==> src/rtl/prog_loader.sv <==
// prog_loader: fills the 16 x 32-bit program memory from a checksummed byte
// stream and holds the processor core in reset until the image is verified.
// Stream: header N, then N big-endian words, then the XOR of all payload bytes.
module prog_loader #(
    parameter int INST_W = 32,
    parameter int DEPTH  = 16,
    parameter int ADDR_W = 4
) (
    input  logic              clk,
    input  logic              sys_rst_n,
    input  logic [7:0]        rx_data,
    input  logic              rx_valid,
    output logic              rx_ready,
    input  logic              reload,
    output logic              im_we,
    output logic [ADDR_W-1:0] im_addr,
    output logic [INST_W-1:0] im_wdata,
    output logic              cpu_rst,
    output logic              load_done,
    output logic              load_err,
    output logic [ADDR_W:0]   words_loaded
);

    localparam int             BPW     = INST_W / 8;
    localparam int             BCNT_W  = (BPW > 1) ? $clog2(BPW) : 1;
    localparam logic [8:0]     DEPTH_B = 9'(DEPTH);

    typedef enum logic [2:0] {
        S_IDLE,
        S_RECV,
        S_WRITE,
        S_CHECK,
        S_DONE,
        S_ERR
    } state_t;

    state_t              r_state;
    state_t              w_state_nxt;
    logic                r_rdy;
    logic [ADDR_W:0]     r_n;
    logic [ADDR_W:0]     r_widx;
    logic [INST_W-1:0]   r_word;
    logic [7:0]          r_csum;
    logic [BCNT_W-1:0]   r_bcnt;

    logic                w_acc;
    logic                w_last_byte;
    logic                w_hdr_ok;
    logic [ADDR_W:0]     w_widx_inc;

    // A byte is consumed only when the handshake completes and no reload is pending
    assign w_acc       = rx_valid & r_rdy & ~reload;
    assign w_last_byte = (r_bcnt == BCNT_W'(BPW - 1));
    assign w_hdr_ok    = (rx_data != 8'd0) && ({1'b0, rx_data} <= DEPTH_B);
    assign w_widx_inc  = r_widx + 1'b1;

    // Next-state decode; reload overrides every state
    always_comb begin
        w_state_nxt = r_state;
        if (reload) begin
            w_state_nxt = S_IDLE;
        end else begin
            case (r_state)
                S_IDLE:  if (w_acc) w_state_nxt = w_hdr_ok ? S_RECV : S_ERR;
                S_RECV:  if (w_acc && w_last_byte) w_state_nxt = S_WRITE;
                S_WRITE: w_state_nxt = (w_widx_inc == r_n) ? S_CHECK : S_RECV;
                S_CHECK: if (w_acc) w_state_nxt = (rx_data == r_csum) ? S_DONE : S_ERR;
                S_DONE:  w_state_nxt = S_DONE;
                S_ERR:   w_state_nxt = S_ERR;
                default: w_state_nxt = S_IDLE;
            endcase
        end
    end

    // State register; rx_ready is registered from the next state so it stays low in reset
    always_ff @(posedge clk or negedge sys_rst_n) begin
        if (!sys_rst_n) begin
            r_state <= S_IDLE;
            r_rdy   <= 1'b0;
        end else begin
            r_state <= w_state_nxt;
            r_rdy   <= (w_state_nxt == S_IDLE) || (w_state_nxt == S_RECV) ||
                       (w_state_nxt == S_CHECK);
        end
    end

    // Word assembly, running checksum, byte counter and word index
    always_ff @(posedge clk or negedge sys_rst_n) begin
        if (!sys_rst_n) begin
            r_n    <= '0;
            r_widx <= '0;
            r_word <= '0;
            r_csum <= '0;
            r_bcnt <= '0;
        end else if (reload) begin
            r_widx <= '0;
            r_csum <= '0;
            r_bcnt <= '0;
        end else begin
            case (r_state)
                S_IDLE: begin
                    if (w_acc && w_hdr_ok) r_n <= rx_data[ADDR_W:0];
                end
                S_RECV: begin
                    if (w_acc) begin
                        r_word <= (r_word << 8) | INST_W'(rx_data);
                        r_csum <= r_csum ^ rx_data;
                        r_bcnt <= w_last_byte ? '0 : r_bcnt + 1'b1;
                    end
                end
                S_WRITE: r_widx <= w_widx_inc;
                default: ;
            endcase
        end
    end

    // Outputs decoded from registered state only
    assign rx_ready     = r_rdy;
    assign im_we        = (r_state == S_WRITE);
    assign im_addr      = r_widx[ADDR_W-1:0];
    assign im_wdata     = r_word;
    assign cpu_rst      = (r_state != S_DONE);
    assign load_done    = (r_state == S_DONE);
    assign load_err     = (r_state == S_ERR);
    assign words_loaded = r_widx;

endmodule
==> config.mk <==
export PLATFORM = sky130hd
export DESIGN_NAME = prog_loader
export DESIGN_NICKNAME = d
export VERILOG_FILES = /design/src/rtl/prog_loader.sv
export SDC_FILE = /design/constraint.sdc
export NUM_CORES = 1
export LEC_CHECK = 0
export CORE_ASPECT_RATIO = 0.6
export CORE_UTILIZATION = 50
export CTS_BUF_LIST = sky130_fd_sc_hd__clkbuf_8
export DETAILED_ROUTE_END_ITERATION = 7
export PLACE_DENSITY = 0.81
export SLEW_MARGIN = 20
export SYNTH_ARGS = -nofsm -noshare
export SYNTH_HDL_FRONTEND = slang
export SYNTH_SLANG_ARGS = --single-unit
==> constraint.sdc <==
create_clock -name clk -period 3.6 [get_ports clk]
set_input_delay 0.36 -clock clk [delete_from_list [all_inputs] [get_ports clk]]
set_output_delay 0.36 -clock clk [all_outputs]
set_load 0.05 [all_outputs]
# Word-level counts from Yosys, hierarchy flattened
# Index checks and enable logic that the tools add are counted.
dict set report totals {
  mem_bits_ro 0
  regBits 56
  n_memories 0
  out_inout_bits 46
  ramBits 0
  latchBits 0
  input_bits 12
}
dict set report op_classes {
  addsub 2
  n_reduce_logical 14
  eq_ne 11
  n_shift 0
  bitwise_logic 5
  n_mux 17
  magnitude_cmp 1
  div_mod_pow 0
  multipliers 0
}
# op count
set op_table {}
lappend op_table {{32-bit by 8-bit OR with 32-bit output} 1}
lappend op_table {{8-bit two-way mux} 3}
lappend op_table {{3-bit one-hot mux with 6 select lines} 1}
lappend op_table {{3-bit two-way mux} 5}
lappend op_table {{2-bit two-way mux} 5}
lappend op_table {{5-bit two-way mux} 2}
lappend op_table {{3-bit by 2-bit equality test with 1-bit output (second input constant)} 3}
lappend op_table {{8-bit equality test} 1}
lappend op_table {{8-bit by 5-bit <= comparator with 1-bit output (second input constant)} 1}
lappend op_table {{8-bit nonzero test} 1}
lappend op_table {{8-bit XOR} 1}
lappend op_table {{3-bit by 1-bit equality test with 1-bit output (second input constant)} 2}
lappend op_table {{3-bit equality test (second input constant)} 2}
lappend op_table {{3-bit zero test} 2}
lappend op_table {{3-bit AND reduction} 2}
lappend op_table {{2-bit nonzero test} 3}
lappend op_table {{5-bit by 1-bit adder with 5-bit output (second input constant)} 1}
lappend op_table {{5-bit equality test} 1}
lappend op_table {{1-bit logical AND} 3}
lappend op_table {{3-bit != test (second input constant)} 1}
lappend op_table {{2-bit by 1-bit adder with 2-bit output (second input constant)} 1}
lappend op_table {{1-bit AND} 2}
lappend op_table {{2-bit equality test (second input constant)} 1}
lappend op_table {{1-bit logical OR} 2}
lappend op_table {{other kinds (3)} 3}

# Longest topological paths before layout
# Gate-level depths: netlist of the first run.
dict set report depth {
  ltp_word 9
  depth_mapped 6
  mapped_depth_nobuf 5
}

# Least setup slack after synthesis of the first run
# Ideal clock, no wire load.
dict set report synth_timing {
  path_type {register -> register}
  from {register r_state[0]}
  to {register r_widx[3], in the netlist words_loaded[3]}
  required_ns 3.527
  stages_incl_launch_ff 6
  setup_slack_ns 1.665
  setup_ns 0.073
  synth_period_minus_slack_ns 1.935
  arrival_ns 1.862
  path_buffers 1
  cell_sequence {dfrtp_1 buf_2 nor3b_2 nand4_1 xor2_1 nor2_1}
}
dict set report synth_via {
  elab_chain_cells 2
}
# element line_no
set synth_rtl {}
lappend synth_rtl {{start: declaration} 37} ;# state_t r_state;
lappend synth_rtl {{start signal: assignment} 81} ;# r_state <= w_state_nxt;
lappend synth_rtl {{3-bit by 2-bit equality test with 1-bit output} n/a}
lappend synth_rtl {{net im_we} 15} ;# output logic im_we,
lappend synth_rtl {{2-bit nonzero test (no line)} n/a}
lappend synth_rtl {{end signal: assignment} 111} ;# S_WRITE: r_widx <= w_widx_inc;
lappend synth_rtl {{end: declaration} 41} ;# logic [ADDR_W:0] r_widx;
# The timed path passes the listed nets, and every way through them passes these cells.
# A chain may end at the register's enable or synchronous reset.

# Worst setup path in the final report of the first run
dict set report layout_timing {
  from {register r_state[2]}
  to {output port im_we}
}
dict set report layout_via {
  elab_chain_cells 1
}
# element line_no
set layout_rtl {}
lappend layout_rtl {{3-bit by 2-bit equality test with 1-bit output} 119} ;# assign im_we = (r_state == S_WRITE);
lappend layout_rtl {{end: declaration} 15}
# Every way passes these cells.

==> results of run 1 <==
[final cells by class]
type | instances | area, um2
clock inverter | 2 | 11.26
multi-input combinational | 139 | 1132
clock buffer | 6 | 82.58
sequential | 56 | 1401
inverter | 2 | 7.507
tap | 66 | 82.58
fill | 370 | 1757
timing repair buffer | 59 | 580.6
[synthesized netlist by cell type, types with 4 or more instances]
cell type  count  area share [%]
nand4_1        5             1.2
mux2_2        23             9.9
nor3b_1        9             2.6
clkbuf_1       4            0.57
buf_4          6             1.7
mux2_1        14             6.0
nand2_1        6            0.86
dfrtp_1       56              53
nand2b_1       4            0.95
xnor2_1       23             7.7
nor2_1        17             2.4
nor3_1         4            0.76
[worst max path at each step]
stage               slack, ns  cells past startpoint                          end                  from
global route             0.82                      2                        im_we  r_state[2]$_DFF_PN0_
CTS                      0.94                      2                        im_we  r_state[2]$_DFF_PN0_
floorplan                1.67                      5  words_loaded[3]$_DFFE_PN0P_  r_state[0]$_DFF_PN0_
finish                   0.90                      2                        im_we  r_state[2]$_DFF_PN0_
detailed placement       1.02                      5     im_wdata[26]$_DFFE_PN0P_                reload
global placement         1.06                      5     im_wdata[22]$_DFFE_PN0P_                reload
[routing by layer]
metal  up-vias  global-route usage (%)  part of all wire, %
li1        834                       -                    -
met1       908                   30.01                   50
met2        63                   29.39                   45
met3         6                   5.906                  5.2
met4         0                   3.838                 0.65
met5         -                       0                    0
[power by group through the flow]
stage | registers [uW] | logic [uW] | clock network (uW)
6_report | 820 | 698 | 350
5_1_grt | 836 | 726 | 386
4_1_cts | 822 | 703 | 358
3_5_place_dp | 833 | 701 | 0
3_3_place_gp | 830 | 690 | 0
2_1_floorplan | 1120 | 149 | 0
[worst register-to-register path, cell delays in order, from the launching register on]
cell and delay, ns:
dfrtp_1 0.59, and4bb_4 0.46, and2_1 0.65, mux2_2 0.41
[state kept, by name, summed over array words and instances (netlist names)]
register,count
rx_ready,1
words_loaded,5
r_csum,8
r_state,3
r_n,5
im_wdata,32
r_bcnt,2
[stage by stage]
stage                     utilization [%]  setup WS (ns)  instance area, um2
after CTS                           65.25         0.9439                3298
after global routing                65.25         0.8171                3298
after floorplan                         -          1.665                2628
after detailed placement            63.39          1.025                3204
after global placement              63.39          1.060                3204
final                               65.25         0.9045                3298
[logic make-up after synthesis]
| logic type | after synthesis |
|---|---|
| buffers and inverters | 16 |
| and+or+nand+nor | 58 |
| muxes | 38 |
| AOI/OAI and AO/OA | 15 |
| DFF | 56 |
| xor gates and xnor gates | 26 |
| adders and majority gates | 2 |
==> impl_metrics.py, run 1 <==
metrics = {
    "outcome": {
        "outcome": "finished clean",
    },
    "synth": {
        "synth_compound_area_share_pct": 4.095,
        "ys_warn_count": 0,
        "synth_top_family_by_area": "multiplexers",
        "synthAdderAreaFrac_pct": 0.9524,
        "synth-xor-area-share_pct": 8.667,
        "yosys.area_share.simple_pct": 13.14,
        "syn_area_um2": 2628,
        "yosys-mux-area-fraction_pct": 16.24,
        "syn_area_per_cell_um2": 12.45,
        "syn_inst": 211,
        "dominantRegCellSynth": "dfrtp_1",
        "synthArstFlopShare_pct": 100.0,
        "synth_nets": 225,
        "ys_types": 37,
        "yosysSeqAreaShare_pct": 53.33,
        "synth_edf_count": 0,
        "yosys_register_bits": 56,
    },
    "placement": {
        "io_buffers": 57,
        "place.gp.congestion": 0.8332,
        "hpwl_mm": 3.703,
        "placed_cells": 322,
    },
    "routing": {
        "drt-vias-per-instance": 5.488,
        "drc": 0,
        "wirelength_mm": 5.196,
        "wl_per_cell_um": 15.75,
        "drt_iter0_drc": 65,
        "ant_nets": 0,
        "vias": 1811,
        "dr.pass1.iters": 4,
    },
    "die": {
        "rows": 20,
        "ios": 58,
        "dieArea_um2": 5558,
        "start_util_pct": 51.98,
        "die_w_um": 95.59,
        "die_h_um": 58.15,
        "core_um2": 5055,
    },
    "finish": {
        "synthToLayoutAreaGrowth_pct": 25.52,
        "final_cell_mix": "dfrtp_1 (56), clkdlybuf4s50_1 (56), xnor2_1 (23), mux2_2 (23), nor2_1 (17)",
        "fin_nets": 277,
        "final_cells": 330,
        "antenna_cells": 0,
        "drive_gt1_share_pct": 14.77,
    },
    "timing": {
        "period_needed_ns": 2.695,
        "setup_viol": 0,
        "rsz0062_at_grt": "no",
        "clock_skew_ns": 0.007936,
        "worstMarginPinSlew_ns": 0.9494,
        "finalCritPeriodShare_pct": 74.87,
        "hold_viol": 0,
        "fin_setup_tns_ns": 0,
        "slew_violations": 0,
        "max-slew-margin-rel_pct": 36.71,
        "fmax_ghz": 0.3710,
        "hold_ws_ns": 0.1850,
    },
    "power_and_ir_drop": {
        "pwr-share-seq_pct": 43.9,
        "p_sw_share_pct": 38.79,
        "p_int_uw": 1144,
        "power_switching_uw": 724.8,
        "p_comb_share_pct": 37.4,
        "powerDensity_nw_per_um2": 566.5,
        "finalPower_uw": 1869,
        "p_leak_uw": 0.001414,
        "clock_power_share_pct": 18.8,
        "ir_drop_v": 0.0005783,
    },
    "cts": {
        "clockRootBuffer": "clkbuf_8",
        "post_cts_buffers": 0,
        "insertion_delay_ns": 0.31,
        "htreeDepth": 2,
        "ctsResizeCount": 0,
        "cts_tree": "built",
        "clock_path_buffers": 2,
        "clock_sinks": 56,
        "hold_buffers": 0,
        "clkTransAtPathRegs_ns": 0.10,
        "numCtsBuffers": 5,
    },
    "worst_setup_path": {
        "critPathTopFamily": "buffers and inverters",
        "reg2reg_depth": 3,
        "path_cells": "nor3b_2, clkdlybuf4s50_1",
        "cp_data_arrival_time_ns": 2.34,
        "slowest_stage": "clkdlybuf4s50_1",
        "slowest_delay_ns": 0.90,
        "criticalPathCategory": "reg -> out",
        "crit_required_ns": 3.24,
        "end_kind": "output pin",
        "rrSetupSlack_ns": 1.38,
        "critPathBufInv": 1,
        "reg2reg_from": "r_state[2]$_DFF_PN0_",
        "critPathLaunchType": "flop",
        "crit_path_max_fanout": 16,
        "r2r_end": "im_wdata[23]$_DFFE_PN0P_",
    },
    "grt": {
        "grt_overflow_total": 0,
        "grt_max_degree": 44,
        "antenna_found_initial": 0,
        "track_usage_pct": 20.10,
        "grt_pass1_wl_mm": 8.252,
        "grt_pass1_vias": 1632,
    },
    "job": {
        "drv_cap": 0,
    },
    "worst_hold_path": {
        "hold_path_class": "in -> async",
    },
}
Power figures use the tool's default switching activity.
==> inputs of run 2 (changes only) <==
==> constraint.sdc (replaced) <==
create_clock -name clk -period 2.69 [get_ports clk]
set_input_delay 0.269 -clock clk [delete_from_list [all_inputs] [get_ports clk]]
set_output_delay 0.269 -clock clk [all_outputs]
set_load 0.05 [all_outputs]
==> impl_metrics.py, run 2 (synthesis gave the netlist of run 1 again) <==
metrics = {
    "outcome": {
        "outcome": "finished clean",
    },
    "die": {
        "core_um2": 5055,
        "dieArea_um2": 5558,
        "rows": 20,
        "die_w_um": 95.59,
        "start_util_pct": 51.98,
        "die_h_um": 58.15,
        "ios": 58,
    },
    "worst_setup_path": {
        "r2r_end": "im_wdata[22]$_DFFE_PN0P_",
        "crit_required_ns": 2.42,
        "reg2reg_from": "r_state[2]$_DFF_PN0_",
        "crit_path_max_fanout": 9,
        "slowest_stage": "clkdlybuf4s50_1",
        "critPathLaunchType": "flop",
        "rrSetupSlack_ns": 0.78,
        "path_cells": "nor2b_1, and2_1, clkdlybuf4s50_1",
        "crit_end": "load_err",
        "startpoint": "r_state[0]$_DFF_PN0_",
        "slowest_delay_ns": 0.80,
        "criticalPathCategory": "reg -> out",
        "end_kind": "output pin",
        "reg2reg_depth": 4,
        "cp_data_arrival_time_ns": 2.12,
    },
    "timing": {
        "setup_ws_ns": 0.3040,
        "fin_setup_tns_ns": 0,
        "fmax_ghz": 0.4191,
        "clock_skew_ns": 0.003998,
        "period_needed_ns": 2.386,
        "hold_viol": 0,
        "worstMarginPinSlew_ns": 0.5514,
        "finalCritPeriodShare_pct": 88.70,
        "rsz0062_at_grt": "no",
        "setup_viol": 0,
        "slew_violations": 0,
        "max-slew-margin-rel_pct": 63.24,
    },
    "finish": {
        "antenna_cells": 0,
        "synthToLayoutAreaGrowth_pct": 26.76,
        "fin_nets": 281,
        "largest_reg_flops": 32,
        "final_cell_mix": "dfrtp_1 (56), clkdlybuf4s50_1 (56), xnor2_1 (23), mux2_2 (23), nor2_1 (17)",
        "drive_gt1_share_pct": 15.67,
    },
    "power_and_ir_drop": {
        "ir_drop_v": 0.0006975,
        "powerDensity_nw_per_um2": 750.6,
        "finalPower_uw": 2500,
        "p_leak_uw": 0.001434,
    },
    "routing": {
        "wl_per_cell_um": 15.14,
        "routed-wl-met2_mm": 2.176,
        "wl_met3_um": 257,
        "drt-vias-per-instance": 5.299,
        "ant_nets": 0,
        "wl_met1_mm": 2.593,
        "drc": 0,
        "drt_iter0_drc": 49,
        "routed.top_layer": "met4",
        "vias": 1770,
        "dr.pass1.iters": 4,
        "wirelength_mm": 5.057,
    },
    "worst_hold_path": {
        "hold_path_class": "in -> async",
    },
    "grt": {
        "grt_pass1_wl_mm": 8.376,
        "track_usage_pct": 19.89,
        "grt_pass1_vias": 1700,
        "antenna_found_initial": 0,
        "grt_overflow_total": 0,
        "grt_max_degree": 35,
    },
    "placement": {
        "place.gp.congestion": 0.8241,
        "dpl_worst_slack_ns": 0.6466,
        "hpwl_mm": 3.619,
        "io_buffers": 57,
    },
    "cts": {
        "cts_tree": "built",
        "ctsResizeCount": 0,
        "clkTransAtPathRegs_ns": 0.10,
        "htreeDepth": 2,
        "clock_sinks": 56,
        "insertion_delay_ns": 0.30,
        "clockRootBuffer": "clkbuf_8",
        "clock_path_buffers": 2,
        "numCtsBuffers": 5,
    },
    "job": {
        "drv_cap": 0,
    },
}
## run 2: worst min path at each step
stage	to	depth (start not counted)
after floorplan	im_wdata[0]$_DFFE_PN0P_	0
after global placement	im_wdata[28]$_DFFE_PN0P_	1
after detailed placement	im_wdata[28]$_DFFE_PN0P_	1
after CTS	im_wdata[28]$_DFFE_PN0P_	2
after global routing	im_wdata[28]$_DFFE_PN0P_	2
final	im_wdata[28]$_DFFE_PN0P_	2
## run 2: per-layer routing
layer,vias up,global-route usage [%]
met5,-,0
met1,872,29.37
li1,845,-
met4,0,3.838
met2,48,30.20
met3,5,4.856
## run 2: worst max-delay path: cells and delay by family, from the launching register on
kind	cells	cell delay (ns)
flops	1	0.54
buf+inv	1	0.80
simple gates	2	0.48
## run 2: what timing repair did
action,4_1_cts,5_1_grt
hold endpoints to repair,22,0
hold buffers,1,0
buffers inserted,0,0
## run 2: stage by stage
| step | std cells | cell area (um2) | utilization (%) | hold WS (ns) |
|---|---|---|---|---|
| 5_1_grt | 334 | 3331 | 65.89 | 0.2835 |
| 4_1_cts | 334 | 3331 | 65.89 | 0.2713 |
| 3_5_place_dp | 325 | 3227 | 63.84 | 0.07370 |
| 3_3_place_gp | 325 | 3227 | 63.84 | 0.07131 |
| 2_1_floorplan | 211 | 2628 | - | -0.02659 |
| 6_report | 334 | 3331 | 65.89 | 0.2802 |
## run 2: where the power goes
part	leakage, uW	internal, uW	switching, uW	total [uW]
clock network	0.0000486	206	266	472
logic	0.000631	345	589	934
registers	0.000754	982	112	1090
total	0.00143	1530	967	2500
## run 2: cell type report
| type | count | area, um2 |
|---|---|---|
| fillers | 396 | 1724 |
| flip-flops and latches | 56 | 1401 |
| multi-input cells | 139 | 1132 |
| repair buffers | 63 | 613.1 |
| clock buffers | 6 | 82.58 |
| well taps | 66 | 82.58 |
| clock inverters | 2 | 11.26 |
| inverters | 2 | 7.507 |
==> inputs of run 3 (changes only) <==
--- a/config.mk
+++ b/config.mk
@@ -5,6 +5,7 @@
 export SDC_FILE = /design/constraint.sdc
 export NUM_CORES = 1
 export LEC_CHECK = 0
+export CAP_MARGIN = 20
 export CORE_ASPECT_RATIO = 0.6
 export CORE_UTILIZATION = 50
 export CTS_BUF_LIST = sky130_fd_sc_hd__clkbuf_8
==> results of run 3 <==
No change in the layout: final DEF, timing and power equal those of run 2.
